<file path="config.mk">
export PLATFORM = sky130hd
export DESIGN_NAME = seg_display_scan_ctrl
export DESIGN_NICKNAME = d
export VERILOG_FILES = /design/src/rtl/seg_display_scan_ctrl.sv
export SDC_FILE = /design/constraint.sdc
export NUM_CORES = 1
export LEC_CHECK = 0
export ABC_AREA = 0
export CORE_ASPECT_RATIO = 1.75
export CORE_UTILIZATION = 51
export CTS_CLUSTER_SIZE = 20
export DETAILED_ROUTE_END_ITERATION = 10
export HOLD_SLACK_MARGIN = 0.08
export PLACE_DENSITY = 0.76
export SYNTH_ARGS = -nofsm -noshare
export SYNTH_HDL_FRONTEND = slang
export SYNTH_SLANG_ARGS = --single-unit
</file>
<file path="constraint.sdc">
create_clock -name clk -period 2.6 [get_ports clk]
set_input_delay 0.39 -clock clk [delete_from_list [all_inputs] [get_ports clk]]
set_output_delay 0.39 -clock clk [all_outputs]
set_load 0.01 [all_outputs]
</file>
<file path="src/rtl/seg_display_scan_ctrl.sv">
// Multiplexed common-anode 7-segment scanner: per-digit dp and blink, 16-level PWM,
// dead-time blanking per slot, and data shadowed so it only changes at frame boundaries.
module seg_display_scan_ctrl #(
    parameter int NUM_DIGITS   = 4,
    parameter int SLOT_CYCLES  = 32768,
    parameter int BLANK_CYCLES = 256,
    parameter int BLINK_FRAMES = 128
) (
    input  logic                    clk,
    input  logic                    reset,
    input  logic [5*NUM_DIGITS-1:0] data_in,
    input  logic [NUM_DIGITS-1:0]   dp_in,
    input  logic [NUM_DIGITS-1:0]   blink_mask,
    input  logic                    load,
    input  logic [3:0]              brightness,
    output logic [6:0]              seg,
    output logic                    dp,
    output logic [NUM_DIGITS-1:0]   an,
    output logic                    frame_tick
);
    localparam int SLOT_W = $clog2(SLOT_CYCLES);
    localparam int IDX_W  = $clog2(NUM_DIGITS);
    localparam int FRM_W  = (BLINK_FRAMES > 1) ? $clog2(BLINK_FRAMES) : 1;
    localparam logic [SLOT_W-1:0] SLOT_LAST = SLOT_W'(SLOT_CYCLES - 1);
    localparam logic [SLOT_W-1:0] BLANK_END = SLOT_W'(BLANK_CYCLES);
    localparam logic [IDX_W-1:0]  IDX_LAST  = IDX_W'(NUM_DIGITS - 1);
    localparam logic [FRM_W-1:0]  FRM_LAST  = FRM_W'(BLINK_FRAMES - 1);
    localparam logic [5*NUM_DIGITS-1:0] ALL_BLANK = {NUM_DIGITS{5'd31}};

    function automatic logic [6:0] seg_decode(input logic [4:0] code);
        logic [6:0] s;
        case (code)
            5'd0:    s = 7'h40;
            5'd1:    s = 7'h79;
            5'd2:    s = 7'h24;
            5'd3:    s = 7'h30;
            5'd4:    s = 7'h19;
            5'd5:    s = 7'h12;
            5'd6:    s = 7'h02;
            5'd7:    s = 7'h78;
            5'd8:    s = 7'h00;
            5'd9:    s = 7'h10;
            5'd10:   s = 7'h3F;
            5'd11:   s = 7'h06;
            5'd12:   s = 7'h2F;
            5'd13:   s = 7'h47;
            5'd14:   s = 7'h09;
            5'd15:   s = 7'h41;
            5'd16:   s = 7'h0C;
            5'd17:   s = 7'h23;
            5'd18:   s = 7'h03;
            5'd19:   s = 7'h21;
            5'd20:   s = 7'h2B;
            5'd21:   s = 7'h71;
            5'd22:   s = 7'h11;
            5'd30:   s = 7'h0B;
            default: s = 7'h7F;
        endcase
        return s;
    endfunction

    logic [SLOT_W-1:0]       slot_cnt_q, slot_cnt_d;
    logic [IDX_W-1:0]        digit_idx_q, digit_idx_d;
    logic [FRM_W-1:0]        frame_cnt_q, frame_cnt_d;
    logic                    blink_phase_q, blink_phase_d;
    logic [5*NUM_DIGITS-1:0] data_act_q, data_act_d, data_pend_q, data_pend_d;
    logic [NUM_DIGITS-1:0]   dp_act_q, dp_act_d, dp_pend_q, dp_pend_d;
    logic [NUM_DIGITS-1:0]   blink_act_q, blink_act_d, blink_pend_q, blink_pend_d;
    logic                    pend_valid_q, pend_valid_d;
    logic [6:0]              seg_q, seg_d;
    logic                    dp_q, dp_d;
    logic [NUM_DIGITS-1:0]   an_q, an_d;
    logic                    frame_tick_q, frame_tick_d;

    logic                    slot_end, frame_end, lit;
    logic [NUM_DIGITS-1:0]   digit_sel;
    logic [4:0]              cur_code;
    logic                    cur_dp, cur_blink;
    logic [6:0]              cur_seg;

    assign slot_end  = (slot_cnt_q == SLOT_LAST);
    assign frame_end = slot_end && (digit_idx_q == '0);

    for (genvar gi = 0; gi < NUM_DIGITS; gi++) begin : g_digit_sel
        assign digit_sel[gi] = (digit_idx_q == IDX_W'(gi));
    end

    // One-hot OR-mux keeps the selection in range even when NUM_DIGITS is not a power of 2.
    always_comb begin
        cur_code  = 5'd31;
        cur_dp    = 1'b0;
        cur_blink = 1'b0;
        for (int k = 0; k < NUM_DIGITS; k++) begin
            if (digit_sel[k]) begin
                cur_code  = data_act_q[5*k +: 5];
                cur_dp    = dp_act_q[k];
                cur_blink = blink_act_q[k];
            end
        end
    end

    assign cur_seg = seg_decode(cur_code);

    always_comb begin
        slot_cnt_d    = slot_end ? '0 : slot_cnt_q + SLOT_W'(1);
        digit_idx_d   = digit_idx_q;
        frame_cnt_d   = frame_cnt_q;
        blink_phase_d = blink_phase_q;
        data_act_d    = data_act_q;
        dp_act_d      = dp_act_q;
        blink_act_d   = blink_act_q;
        data_pend_d   = data_pend_q;
        dp_pend_d     = dp_pend_q;
        blink_pend_d  = blink_pend_q;
        pend_valid_d  = pend_valid_q;

        if (slot_end) begin
            digit_idx_d = (digit_idx_q == '0) ? IDX_LAST : digit_idx_q - IDX_W'(1);
        end

        if (frame_end) begin
            if (frame_cnt_q == FRM_LAST) begin
                frame_cnt_d   = '0;
                blink_phase_d = ~blink_phase_q;
            end else begin
                frame_cnt_d = frame_cnt_q + FRM_W'(1);
            end
        end

        // A load landing on the boundary cycle bypasses the shadow.
        if (frame_end) begin
            if (load) begin
                data_act_d  = data_in;
                dp_act_d    = dp_in;
                blink_act_d = blink_mask;
            end else if (pend_valid_q) begin
                data_act_d  = data_pend_q;
                dp_act_d    = dp_pend_q;
                blink_act_d = blink_pend_q;
            end
            pend_valid_d = 1'b0;
        end else if (load) begin
            data_pend_d  = data_in;
            dp_pend_d    = dp_in;
            blink_pend_d = blink_mask;
            pend_valid_d = 1'b1;
        end

        // A digit with nothing lit keeps its anode off as well.
        lit = (slot_cnt_q >= BLANK_END)
           && (slot_cnt_q[SLOT_W-1 -: 4] <= brightness)
           && !(blink_phase_q && cur_blink)
           && ((cur_seg != 7'h7F) || cur_dp);

        an_d         = lit ? ~digit_sel : '1;
        seg_d        = lit ? cur_seg : 7'h7F;
        dp_d         = lit ? ~cur_dp : 1'b1;
        frame_tick_d = frame_end;
    end

    always_ff @(posedge clk) begin
        if (reset) begin
            slot_cnt_q    <= '0;
            digit_idx_q   <= IDX_LAST;
            frame_cnt_q   <= '0;
            blink_phase_q <= 1'b0;
            data_act_q    <= ALL_BLANK;
            dp_act_q      <= '0;
            blink_act_q   <= '0;
            data_pend_q   <= ALL_BLANK;
            dp_pend_q     <= '0;
            blink_pend_q  <= '0;
            pend_valid_q  <= 1'b0;
            seg_q         <= 7'h7F;
            dp_q          <= 1'b1;
            an_q          <= '1;
            frame_tick_q  <= 1'b0;
        end else begin
            slot_cnt_q    <= slot_cnt_d;
            digit_idx_q   <= digit_idx_d;
            frame_cnt_q   <= frame_cnt_d;
            blink_phase_q <= blink_phase_d;
            data_act_q    <= data_act_d;
            dp_act_q      <= dp_act_d;
            blink_act_q   <= blink_act_d;
            data_pend_q   <= data_pend_d;
            dp_pend_q     <= dp_pend_d;
            blink_pend_q  <= blink_pend_d;
            pend_valid_q  <= pend_valid_d;
            seg_q         <= seg_d;
            dp_q          <= dp_d;
            an_q          <= an_d;
            frame_tick_q  <= frame_tick_d;
        end
    end

    assign seg        = seg_q;
    assign dp         = dp_q;
    assign an         = an_q;
    assign frame_tick = frame_tick_q;

endmodule

</file>
# --- Yosys cells after proc, flatten, opt, wreduce, memory -nomap -nowiden ---
# Memories as Yosys holds them, arrays and structs flattened.
# Cells that the tools add are included.
op_classes:
  add_sub_neg: 3
  n_lt_le_gt_ge: 2
  eq_ne: 6
  mux: 20
  bitwise: 5
  n_reduce_logical: 15
op_table:
  columns: ["operator", "n"]
  rows:
  - ["20-bit two-way mux", 2]
  - ["5-bit two-way mux", 4]
  - ["4-bit two-way mux", 4]
  - ["15-bit by 1-bit adder with 15-bit output (second input constant)", 1]
  - ["15-bit == test (second input constant)", 1]
  - ["15-bit by 9-bit >= comparator with 1-bit output (second input constant)", 1]
  - ["1-bit two-way mux", 8]
  - ["7-bit by 1-bit adder with 7-bit output (second input constant)", 1]
  - ["7-bit == test (second input constant)", 1]
  - ["7-bit two-way mux", 1]
  - ["7-bit inequality test (second input constant)", 1]
  - ["2-bit AND reduction", 3]
  - ["2-bit OR reduction", 3]
  - ["1-bit logical AND", 5]
  - ["2-bit == test (second input constant)", 2]
  - ["4-bit <= comparator", 1]
  - ["1-bit NOT", 4]
  - ["4-bit NOT", 1]
  - ["2-bit by 1-bit == test with 1-bit output (second input constant)", 1]
  - ["2-bit zero test", 1]
  - ["2-bit two-way mux", 1]
  - ["2-bit nonzero test", 1]
  - ["2-bit by 1-bit subtractor with 2-bit output (second input constant)", 1]
  - ["1-bit zero test", 1]
  - ["1-bit logical OR", 1]
totals:
  register_bits: 95
  rom_bits: 224
  input_bits: 35
  out_inout_bits: 13
  elab_cells: 67
  memories: 1
mem_list:
  columns: ["memory", "words", "width", "rd", "rd_clocked_by_memory_dff", "wr", "line", "source"]
  rows:
  - ["(name not given)", 32, 7, 1, 0, 0, "32", "case (code)"]

# --- Logic depth before layout (Yosys ltp) ---
logic_depth:
  ltp_word: 11
  depth_mapped: 12
  depth_no_buf: 10

# --- Least setup slack after synthesis ---
# No wires, ideal clock.
synth_path:
  kind: "register -> register"
  from: "register digit_idx_q[0]"
  to: "register an_q[0] (netlist: an[0])"
  setup_ns: 0.079
  arrival_time_ns: 2.751
  t_required_ns: 2.521
  path_slack_ns: -0.230
  stages_incl_launch_ff: 12
  cell_sequence: "dfxtp_1 > inv_1 > ha_1 > or2_0 > buf_6 > o311a_1 > clkinv_2 > ha_1 > or3_1 > a211oi_1 > o22ai_2 > o211ai_1"
synth_between:
  elab_chain_cells: 11
  elab_cells_between_ends: 26
  classes_between: "4 x eq/ne; 12 x mux; 2 x bitwise; 7 x reduce/logical; 1 x memory"
synth_rtl:
  columns: ["element", "line", "source"]
  rows:
  - ["start: declaration", "63", "logic [IDX_W-1:0] digit_idx_q, digit_idx_d;"]
  - ["start signal: assignment", "180", "digit_idx_q <= digit_idx_d;"]
  - ["2-bit zero test", "85", "assign digit_sel[gi] = (digit_idx_q == IDX_W'(gi));"]
  - ["5-bit two-way mux or 1-bit two-way mux (tied branches) (4 in series)", "94", "if (digit_sel[k]) begin"]
  - ["memory 32 x 7 bit or 1-bit logical AND (tied branches)", null, null]
  - ["7-bit inequality test or 1-bit zero test (tied branches)", "153, 152", null]
  - ["1-bit logical OR or 1-bit logical AND (tied branches)", "153, 152", null]
  - ["1-bit logical AND", "153", "&& ((cur_seg != 7'h7F) || cur_dp);"]
  - ["1-bit NOT (no line)", null, null]
  - ["2-bit OR reduction (no line)", null, null]
  - ["end signal: assignment", "192", "an_q <= an_d;"]
  - ["end: declaration", "72", "logic [NUM_DIGITS-1:0] an_q, an_d;"]
# Several ways; a longest one is shown, not always the timed one.
# A chain may end at the register's enable or synchronous reset.

# --- Final worst setup path ---
layout_path:
  from: "register digit_idx_q[0]"
  to: "register an_q[1] (netlist: an[1])"
# Same word-level chain as after synthesis.

==> flow_summary.json <==
{
  "status": "finished, final reports clean",
  "crit_path_end_kind": "register",
  "ys_types": 54,
  "numCtsBuffers": 9,
  "syn_area_per_cell_um2": 9.16,
  "yosys.area.top_type_share_pct": 40.7,
  "route.detailed.drc": 0,
  "synth_area_mm2": 0.00467,
  "total_power_w": 0.00315,
  "io_pins": 48,
  "grt_pass1_vias": 3706,
  "worst-setup-path-type": "register to register",
  "grt_first_pass_wirelength_um": 17000,
  "start_util_pct": 53.2,
  "rr_worst_depth": 9,
  "root_buffer": "clkbuf_16",
  "ys_ff_latch": 95,
  "cp_max_fo": 12,
  "insertion_delay_ns": 0.34,
  "utilization_pct": 66.4,
  "grt_overflow": 0,
  "skew_ns": 0.00450,
  "clock_sinks": 95,
  "tritoncts": "built",
  "place_congestion": 0.839,
  "synth_fp_nets": 560,
  "port_buffers": 47,
  "async_flop_share_pct": 0,
  "drv_cap": 0,
  "area_delta_synth_final_pct": 24.9,
  "worstMarginPinSlew_ns": 0.622,
  "vias": 3923,
  "critPathLaunchType": "register",
  "finalSetupViolCount": 0,
  "clock_path_buffers": 2,
  "hpwlAfterDp_um": 7480,
  "synth_edf_count": 0,
  "leakagePower_nw": 2.29,
  "max-vdd-ir-drop_mv": 0.525,
  "fmax_mhz": 397,
  "wl_per_cell_um": 15.5,
  "hold_class": "input port to register",
  "rsz0062_at_grt": "no",
  "final_cell_mix": "dfxtp_1, nor2_1, clkdlybuf4s50_1, a211o_1, mux2i_1",
  "die_h_um": 129,
  "clkTransAtPathRegs_ns": 0.06,
  "period_needed_ns": 2.52,
  "rows": 45,
  "grt_max_degree": 51,
  "worst_r2r_endpoint": "an[1]",
  "synthFlopType": "dfxtp_1",
  "hold-path-cell-count": 2,
  "drv_slew": 0,
  "yosysTopAreaCell": "dfxtp_1",
  "relSlewSlack_pct": 58.5,
  "antenna_found_initial": 0,
  "cp_data_required_time_ns": 2.86,
  "nNetsFinal": 612,
  "r2r_slack_ns": 0.08,
  "worstHoldStart": "reset",
  "holdWs_ns": 0.468,
  "fin_crit_sh_pct": 96.8,
  "die_x_um": 74.4,
  "min_delay_worst_endpoint": "slot_cnt_q[12]",
  "arrival_ns": 2.77,
  "dp_cells": 665,
  "drt_first_iter_violations": 163,
  "htree_levels": 3,
  "final_common_cell": "dfxtp_1",
  "diodes": 0,
  "dr.pass1.iters": 5,
  "p_per_area_mw_per_mm2": 540,
  "grt_use_total_pct": 23.0,
  "stdcell_count": 684,
  "r2r_start": "digit_idx_q[0]",
  "synth_area_leaders": "dfxtp_1, mux2i_1, a211o_1",
  "drive_above_1_share_pct": 13.9,
  "viasPerCell": 5.74,
  "hold_violations": 0,
  "ys_warn_count": 0,
  "final_antenna_net_count": 0,
  "synth_cells": 510,
  "fp.dieArea_mm2": 0.00956,
  "ys_seq_area_share_pct": 40.7,
  "core_mm2": 0.00878,
  "wirelength_um": 10600
}
-- cell usage after synthesis (6+ instances only) --
cell      count
nand3_1      11
clkbuf_1     17
xnor2_1       9
nor2b_1      28
and3_1        7
mux2i_1      36
buf_2        14
nand3b_1      6
a211oi_1     10
a21oi_1      13
nor3_1       11
o311a_1       6
nand2_1      27
xor2_1       10
ha_1         15
inv_1        13
a211o_1      41
nor2_1       68
o21ai_0      11
dfxtp_1      95
nand4_1      10
-- worst max path at each step --
stage | startpoint | end | slack [ns] | cells past startpoint
6_report | digit_idx_q[0] | an[1] | 0.08 | 9
5_1_grt | digit_idx_q[0] | an[1] | 0.004 | 9
4_1_cts | digit_idx_q[0] | an[1] | 0.02 | 9
3_5_place_dp | digit_idx_q[0] | an[1] | -0.08 | 10
3_3_place_gp | digit_idx_q[0] | an[1] | 0.003 | 10
2_1_floorplan | digit_idx_q[0] | an[0] | 0.0008 | 11
-- cells by family after synthesis --
| kind of cell | synth area share, % |
|---|---|
| AO/OA/AOI/OAI | 19.1 |
| adder cells (fa/ha/maj) | 4.02 |
| buffers and inverters | 5.01 |
| AND/OR/NAND/NOR | 19.8 |
| multiplexers | 7.71 |
| XOR/XNOR | 3.56 |
| flip-flops | 40.7 |
-- flip-flops by register name, indices dropped and copies added, names as in the netlist --
register,count
frame_tick,1
dp_act_q,4
pend_valid_q,1
dp_pend_q,4
dp,1
slot_cnt_q,15
digit_idx_q,2
data_act_q,20
an,4
blink_act_q,4
data_pend_q,20
blink_pend_q,4
frame_cnt_q,7
blink_phase_q,1
seg,7
-- repair_timing --
item	4_1_cts	5_1_grt
resized for setup	9	10
pin swaps	3	5
endpoints found under the setup margin	4	6
hold endpoints to repair	0	0
cloned	0	0
hold buffers	0	0
setup buffers	1	2
-- where the power goes --
| part | leakage (nW) | internal [W] | switching, W |
|---|---|---|---|
| Combinational | 1.35 | 0.000111 | 0.0000924 |
| Clock | 0.166 | 0.000895 | 0.000549 |
| Sequential | 0.774 | 0.00149 | 0.0000169 |
| Total | 2.29 | 0.00250 | 0.000658 |
-- metal layers --
metal | routed length, um | GRT usage [%] | vias to the layer above
met5 | 0 | 0 | -
met4 | 268 | 10.3 | 0
met3 | 264 | 3.60 | 25
met2 | 5800 | 42.1 | 75
met1 | 4310 | 25.2 | 1894
li1 | - | - | 1929
-- through the flow --
stage	worst slack [ns]	TNS [ns]	cell area (um2)
2_1_floorplan	0.000817	0	4690
3_3_place_gp	0.00300	0	5370
3_5_place_dp	-0.0775	-0.213	5370
4_1_cts	0.0170	0	5740
5_1_grt	0.00432	0	5840
6_report	0.0835	0	5840
-- area by class of cell --
type | count | area [um2]
inverter | 15 | 62.6
timing repair buffer | 77 | 723
fill | 760 | 2950
clock inverter | 5 | 78.8
multi-input combinational | 364 | 2670
sequential | 95 | 1900
tap | 117 | 146
clock buffer | 11 | 253
-- critical path, cell delays in order, from the launching register on --
cell       delay [ns]
dfxtp_2          0.35
inv_2            0.04
ha_1             0.21
or2_4            0.29
buf_4            0.18
o311a_2          0.52
buf_4            0.18
a311oi_2         0.34
o2bb2ai_4        0.13
o211ai_1         0.19
(Power assumes the default switching activity.)
